### config.mk
export PLATFORM = sky130hd
export DESIGN_NAME = regfile_wb_arbiter
export DESIGN_NICKNAME = d
export VERILOG_FILES = /design/src/rtl/regfile_wb_arbiter.sv
export SDC_FILE = /design/constraint.sdc
export NUM_CORES = 1
export LEC_CHECK = 0
export ABC_AREA = 0
export CORE_MARGIN = 2
export CORE_UTILIZATION = 46
export CTS_CLUSTER_SIZE = 10
export DETAILED_ROUTE_END_ITERATION = 10
export DONT_BUFFER_PORTS = 1
export PLACE_DENSITY = 0.59
export SLEW_MARGIN = 25
export SYNTH_ARGS = -nofsm -noshare
export SYNTH_HDL_FRONTEND = slang
export SYNTH_SLANG_ARGS = --single-unit
### constraint.sdc
create_clock -name i_clk_w -period 2.2 [get_ports i_clk_w]
set_input_delay 0.44 -clock i_clk_w [delete_from_list [all_inputs] [get_ports i_clk_w]]
set_output_delay 0.44 -clock i_clk_w [all_outputs]
set_load 0.1 [all_outputs]
### src/rtl/regfile_wb_arbiter.sv
// ---------------------------------------------------------------------------
// regfile_wb_arbiter
// Arbitrates two register-file writeback requesters (ALU and load) into a
// single one-entry output stage that drives the register file write port.
// A write to R15 is steered to the PC write port instead.
//
// Ports
//   i_clk_w, i_rst_w             clock, asynchronous active-high reset
//   i_req0_valid/addr/data_w     requester 0 (ALU writeback) offer
//   o_req0_ready_w               requester 0 accepted this cycle
//   i_req1_valid/addr/data_w     requester 1 (load writeback) offer
//   o_req1_ready_w               requester 1 accepted this cycle
//   i_hold_w                     freeze the output stage, no write this cycle
//   o_reg_write_w/addr/data_w    register file write port
//   o_pc_write_w, o_pc_data_w    R15 write redirected to PC logic
//   o_pending_w                  one-hot of the address held in the stage
//   o_conflict_cnt_w             saturating count of refused-offer cycles
// ---------------------------------------------------------------------------
module regfile_wb_arbiter (
    input  logic        i_clk_w,
    input  logic        i_rst_w,
    input  logic        i_req0_valid_w,
    input  logic [3:0]  i_req0_addr_w,
    input  logic [31:0] i_req0_data_w,
    output logic        o_req0_ready_w,
    input  logic        i_req1_valid_w,
    input  logic [3:0]  i_req1_addr_w,
    input  logic [31:0] i_req1_data_w,
    output logic        o_req1_ready_w,
    input  logic        i_hold_w,
    output logic        o_reg_write_w,
    output logic [3:0]  o_write_addr_w,
    output logic [31:0] o_write_data_w,
    output logic        o_pc_write_w,
    output logic [31:0] o_pc_data_w,
    output logic [15:0] o_pending_w,
    output logic [7:0]  o_conflict_cnt_w
);

    localparam logic [3:0] PC_ADDR = 4'd15;

    logic        stage_valid;
    logic [3:0]  stage_addr;
    logic [31:0] stage_data;
    logic        favour_one;
    logic [7:0]  conflict_cnt;

    logic stage_free;
    logic grant0;
    logic grant1;
    logic ready0;
    logic ready1;
    logic drain;
    logic refused;

    // The stage can take a new entry if it is empty or is draining this cycle.
    // Ready is gated by reset so both handshakes stay low while reset is high,
    // even though the offers themselves are combinational inputs.
    always_comb begin
        stage_free = !stage_valid || !i_hold_w;
        grant0     = i_req0_valid_w && (!i_req1_valid_w || !favour_one);
        grant1     = i_req1_valid_w && (!i_req0_valid_w || favour_one);
        ready0     = stage_free && grant0 && !i_rst_w;
        ready1     = stage_free && grant1 && !i_rst_w;
        drain      = stage_valid && !i_hold_w;
        refused    = (i_req0_valid_w && !ready0) || (i_req1_valid_w && !ready1);
    end

    assign o_req0_ready_w   = ready0;
    assign o_req1_ready_w   = ready1;
    assign o_reg_write_w    = drain && (stage_addr != PC_ADDR);
    assign o_pc_write_w     = drain && (stage_addr == PC_ADDR);
    assign o_write_addr_w   = stage_valid ? stage_addr : 4'd0;
    assign o_write_data_w   = stage_valid ? stage_data : 32'd0;
    assign o_pc_data_w      = stage_valid ? stage_data : 32'd0;
    assign o_pending_w      = stage_valid ? (16'h0001 << stage_addr) : 16'h0000;
    assign o_conflict_cnt_w = conflict_cnt;

    // A handshake always wins over a drain so back-to-back writes need no
    // bubble. The round-robin pointer moves only on an accepted handshake and
    // then favours whichever requester was not just served.
    always_ff @(posedge i_clk_w or posedge i_rst_w) begin
        if (i_rst_w) begin
            stage_valid  <= 1'b0;
            stage_addr   <= 4'd0;
            stage_data   <= 32'd0;
            favour_one   <= 1'b0;
            conflict_cnt <= 8'd0;
        end else begin
            if (ready0 || ready1) begin
                stage_valid <= 1'b1;
                stage_addr  <= ready1 ? i_req1_addr_w : i_req0_addr_w;
                stage_data  <= ready1 ? i_req1_data_w : i_req0_data_w;
                favour_one  <= ready0;
            end else if (drain) begin
                stage_valid <= 1'b0;
            end
            if (refused && (conflict_cnt != 8'hFF)) begin
                conflict_cnt <= conflict_cnt + 8'd1;
            end
        end
    end

endmodule
* Yosys cells after proc, flatten, opt, wreduce, memory -nomap -nowiden
Cells that the tools add are included.
Storage, ports and cells: logic and storage cells 43, register bits 46, output and inout bits 96
Cells by class: reductions and logical operators 26, multiplexer cells 7, add/sub/neg operators 1, eq/ne operators 3, shifts and indexed selects 1
Operators with widths (count):
- $mux 32 | 2
- $mux 16 | 1
- $shl 1x4->16 const A | 1
- $logic_and 1x1->1 | 12
- $add 8x1->8 const B | 1
- $logic_not 1->1 | 8
- $mux 4 | 2
- $ne 8x8->1 const B | 1
- $logic_or 1x1->1 | 5
- $eq 4x4->1 const B | 1
- $ne 4x4->1 const B | 1
- $mux 1 | 2
- $reduce_bool 2->1 | 1

* Logic depth before layout (Yosys ltp)
word-level depth 9, gate-level depth with buffers 6

* Worst setup path after synthesis
Ideal clock, no wire load.
kind register to output, from reg stage_valid, to out o_pc_write_w, data arrival time 4.198 ns, data required time 1.760 ns, buffers on the path 0, setup slack -2.438 ns, cell stages (with the launch flop) 3, cells stage by stage dfrtp_1 and2_1 nor4bb_1
On the way: word-level cells in the longest chain between the ends 2
Ends and longest elaborated chain:
- start: declaration | RTL line 42 | logic stage_valid;
- start signal: assignment | RTL line 84 | stage_valid <= 1'b0;
- start signal: assignment | RTL line 91 | stage_valid <= 1'b1;
- start signal: assignment | RTL line 96 | stage_valid <= 1'b0;
- $logic_and 1x1->1 | RTL line 65 | drain = stage_valid && !i_hold_w;
- $logic_and 1x1->1 | RTL line 72 | assign o_pc_write_w = drain && (stage_addr == PC_ADDR);
- end: declaration | RTL line 34 | output logic o_pc_write_w,
Every way passes these cells.

* Worst setup path after layout
from reg stage_addr[2], to out o_pending_w[4]
On the way: word-level cells in the longest chain between the ends 2
Ends and longest elaborated chain:
- start: declaration | RTL line 43 | logic [3:0] stage_addr;
- start signal: assignment | RTL line 92 | stage_addr <= ready1 ? i_req1_addr_w : i_req0_addr_w;
- $shl 1x4->16 | RTL line 76 | assign o_pending_w = stage_valid ? (16'h0001 << stage_addr) : 16'h0000;
- $mux 16 | RTL line 76
- end: declaration | RTL line 36 | output logic [15:0] o_pending_w,
Every way passes these cells.

==> summary by stage <==
STA
The final-report max-slew violation count was 0. Setup repair after global routing left no endpoint under its margin. At the pin with the least slew margin, the transition time is 0.7491 ns. Setup violations remaining at the end of the flow were counted as 0. Subtracting the final worst setup slack from the clock period gives 2.116 ns.

The final total negative setup slack is 0 ns. The worst pin sits at a relative slew slack of 50.06%. The final clock skew is 0.01095 ns. Based on the critical path, the design can be clocked at up to 472.6 MHz. The final hold violation count is 0. The final worst-path cycle share is 96.18%.

Floorplan
Measured along the y axis, the die boundary spans 87.59 um. The region available for standard cell placement spans 6794 um^2. The width of the die is 87.59 um. The die covers 7672 um^2. The effective utilization at floorplan is 47.31%. The count of standard-cell rows is 30. The number of I/O pins is 173.

Outcome
The flow ran to the end, and the final reports show no timing, DRC or antenna violations.

CTS
The clock transition at the registers of the reported paths is 0.09 ns. TritonCTS built the clock tree. The root buffer cell is sky130_fd_sc_hd__clkbuf_8.

The clock net sink count is 46. The number of gates resized after CTS is 0. The source-to-sink clock delay at the later pin of the worst-skew pair is 0.30 ns. The total CTS buffers is 5. The maximum buffer depth of the clock tree is 2. After clock tree synthesis, the flow added hold-fix buffers numbering 0. The number of buffers added for setup after CTS is 0.

The deepest level of the CTS H-tree is 2.

Power and ir drop
Overall power consumption after layout is estimated at 5.605 mW. The power density over the cells is 1256 nW/um^2. The worst IR drop on VDD is 1.168 mV.

For this design the static power due to leakage is 1.690 nW.

GRT
The total global routing overflow is 0. The via count of the first global-routing pass came to 2904. The number of antenna violations at the first check in global routing is 0. Entering global routing, the biggest net connects 44 pins. The wire length of the first global-routing pass is 15060 um. The total routing resource utilization after global routing is 24.91%.

Placed design
The HPWL after detailed placement is 6667 um. In this run the cell area measured after placement is 4367 um^2. The global placer's final weighted congestion is 0.8084. During placement, the flow inserted port buffers numbering 0.

In this run, placement finished with an instance count of 475.

Worst setup path
STA classifies the critical path startpoint as a flop. STA puts the critical path data arrival time at 1.68 ns. The worst setup path category is reg -> out. The critical-path maximum fanout is 6.

For the worst flop-to-flop path, the logic depth is 4. STA puts the critical path data required time at 1.76 ns. The category of the worst setup path capture point is a primary output.

Drt
The count of unresolved DRC violations after routing is 0. The average routed wire per standard cell is 19.77 um. Using the TritonRoute via totals, the vias-per-cell ratio works out to 6.280. The detailed router finished its first iteration with 195 violations. The number of iterations in the first detailed-routing pass is 5.

The detailed-route wire length is 9548 um. Once detail routing completed, the nets flagged for antenna violations numbered 0. The via count of the routed design is 3033.

Yosys
The most used flip-flop cell after synthesis is sky130_fd_sc_hd__dfrtp_1. Synthesis produced a netlist with a net count of 451. Synthesis produced 373 cells. The post-synthesis instance area is 3214 um^2. The share of the yosys chip area belonging to registers is 35.81%.

The number of library cell types mapped by synthesis is 48. In this run, synthesis produced a sequential element count of 46. The mean post-synth cell area is 8.618 um^2.

During synthesis, Yosys emitted a total of 0 warnings. Yosys mapped a number of flops with a built-in enable equal to 0. Of all flip-flops after synthesis, the portion carrying an async set or reset was 100.0%.

Cells and area
For this run, the number of standard cells in the final layout without fillers is 483. Compared with the post-synthesis result, the final layout area differs by 38.81%. Once layout is done, the placed cells without fillers occupy 4462 um^2. The commonest non-fill, non-tap cell in the layout is sky130_fd_sc_hd__buf_12. Across the whole layout, storage elements account for 1152 um^2. Summing all multi-input logic gate instances after layout gives 1819 um^2. The number of inserted filler cells in the final layout is 556. The final net count is 464.

The top cell types in the final layout, fill and taps aside, are sky130_fd_sc_hd__buf_12, sky130_fd_sc_hd__dfrtp_1, sky130_fd_sc_hd__nand4_1, sky130_fd_sc_hd__a21oi_1, sky130_fd_sc_hd__a31oi_1. The post-route netlist has 39.79% of its cells at a drive strength greater than 1. The number of antenna cells inserted is 0.

Run
The number of maximum-capacitance violations is 0.

Min path
In this run the worst hold path is classified as in -> async.
## per-stage QoR
stage / utilization, % / setup WS [ns] / hold WS (ns)
after floorplan: - / -0.2767 / 0.5066
after global placement: 64.27 / 0.4431 / 0.4068
after detailed placement: 64.27 / 0.4192 / 0.4173
after CTS: 65.67 / 0.07309 / 0.07890
after global routing: 65.67 / 0.001321 / 0.1036
final: 65.67 / 0.08410 / 0.06665
## critical path, cell delays in order (launching register included)
cell                       delay [ns]
sky130_fd_sc_hd__dfrtp_1         0.47
sky130_fd_sc_hd__and2_4          0.19
sky130_fd_sc_hd__nand2b_1        0.24
sky130_fd_sc_hd__nor3_4          0.27
sky130_fd_sc_hd__buf_12          0.20
## area by class of cell
class / instances / area share, %
multi-input combinational: 250 / 40.77
timing repair buffer: 80 / 28.32
sequential: 46 / 25.83
tap: 96 / 2.692
clock buffer: 6 / 1.851
clock inverter: 2 / 0.2804
inverter: 3 / 0.2524
## flip-flops by register name, summed over array words and instances (netlist names)
register,flops
stage_data,32
o_conflict_cnt_w,8
stage_addr,4
favour_one,1
stage_valid,1
## power by group
part	leakage (nW)	internal, mW	total, mW	switching [mW]
combinational	1.13	0.942	3.84	2.90
sequential	0.510	1.05	1.22	0.169
clock	0.0472	0.253	0.542	0.289
total	1.69	2.24	5.60	3.36
## kinds of logic (layout without fill, tap and decap cells)
| family | count (synthesis) | count (layout) | synth area share (%) |
|---|---|---|---|
| buffers and inverters | 77 | 91 | 14.83 |
| flip-flops | 46 | 46 | 35.81 |
| multiplexers | 3 | 3 | 1.012 |
| AO/OA/AOI/OAI | 126 | 126 | 25.89 |
| adder cells (fa/ha/maj) | 1 | 1 | 0.3892 |
| AND/OR/NAND/NOR | 118 | 118 | 21.53 |
| XOR/XNOR | 2 | 2 | 0.5451 |
## worst paths after layout
check | from | to | slack, ns
worst max-delay path | stage_addr[2]$_DFFE_PP0P_ | o_pending_w[4] | 0.08
worst min register to register | o_conflict_cnt_w[5]$_DFFE_PP0P_ | o_conflict_cnt_w[5]$_DFFE_PP0P_ | 0.53
worst min-delay path | i_rst_w | stage_valid$_DFFE_PP0P_ | 0.07
max in group asynchronous | i_rst_w | stage_data[18]$_DFFE_PP0P_ | 1.52
worst max register to register | stage_valid$_DFFE_PP0P_ | stage_addr[3]$_DFFE_PP0P_ | 0.42
min in group i_clk_w | i_req1_valid_w | favour_one$_DFFE_PP0P_ | 0.23
## per-layer routing
layer	global-route usage [%]	up-vias	part of all wire, %
met3	5.184	15	8.3
met5	0	-	0
met4	8.252	0	2.0
met1	32.68	1463	40
li1	-	1401	-
met2	41.18	154	50
## Yosys cell counts, types with 2 or more instances
cell type,count,area (um^2)
sky130_fd_sc_hd__inv_1,2,7.510
sky130_fd_sc_hd__nor3_1,5,25.02
sky130_fd_sc_hd__o31ai_1,36,270.3
sky130_fd_sc_hd__nor2_2,2,12.51
sky130_fd_sc_hd__buf_4,36,270.3
sky130_fd_sc_hd__a21o_1,2,15.01
sky130_fd_sc_hd__clkbuf_1,14,52.55
sky130_fd_sc_hd__and2_1,36,225.2
sky130_fd_sc_hd__nor2_1,13,48.80
sky130_fd_sc_hd__nand4_1,37,231.5
sky130_fd_sc_hd__a21oi_1,38,190.2
sky130_fd_sc_hd__mux2_1,2,22.52
sky130_fd_sc_hd__nand2b_1,5,31.28
sky130_fd_sc_hd__or2_2,2,12.51
sky130_fd_sc_hd__buf_6,4,45.04
sky130_fd_sc_hd__buf_1,2,7.510
sky130_fd_sc_hd__a31oi_1,37,231.5
sky130_fd_sc_hd__dfrtp_1,46,1151
sky130_fd_sc_hd__nand3_1,2,10.01
sky130_fd_sc_hd__nand2_1,7,26.28
sky130_fd_sc_hd__buf_2,18,90.09
Note: power is estimated with default switching activity, not from simulation.
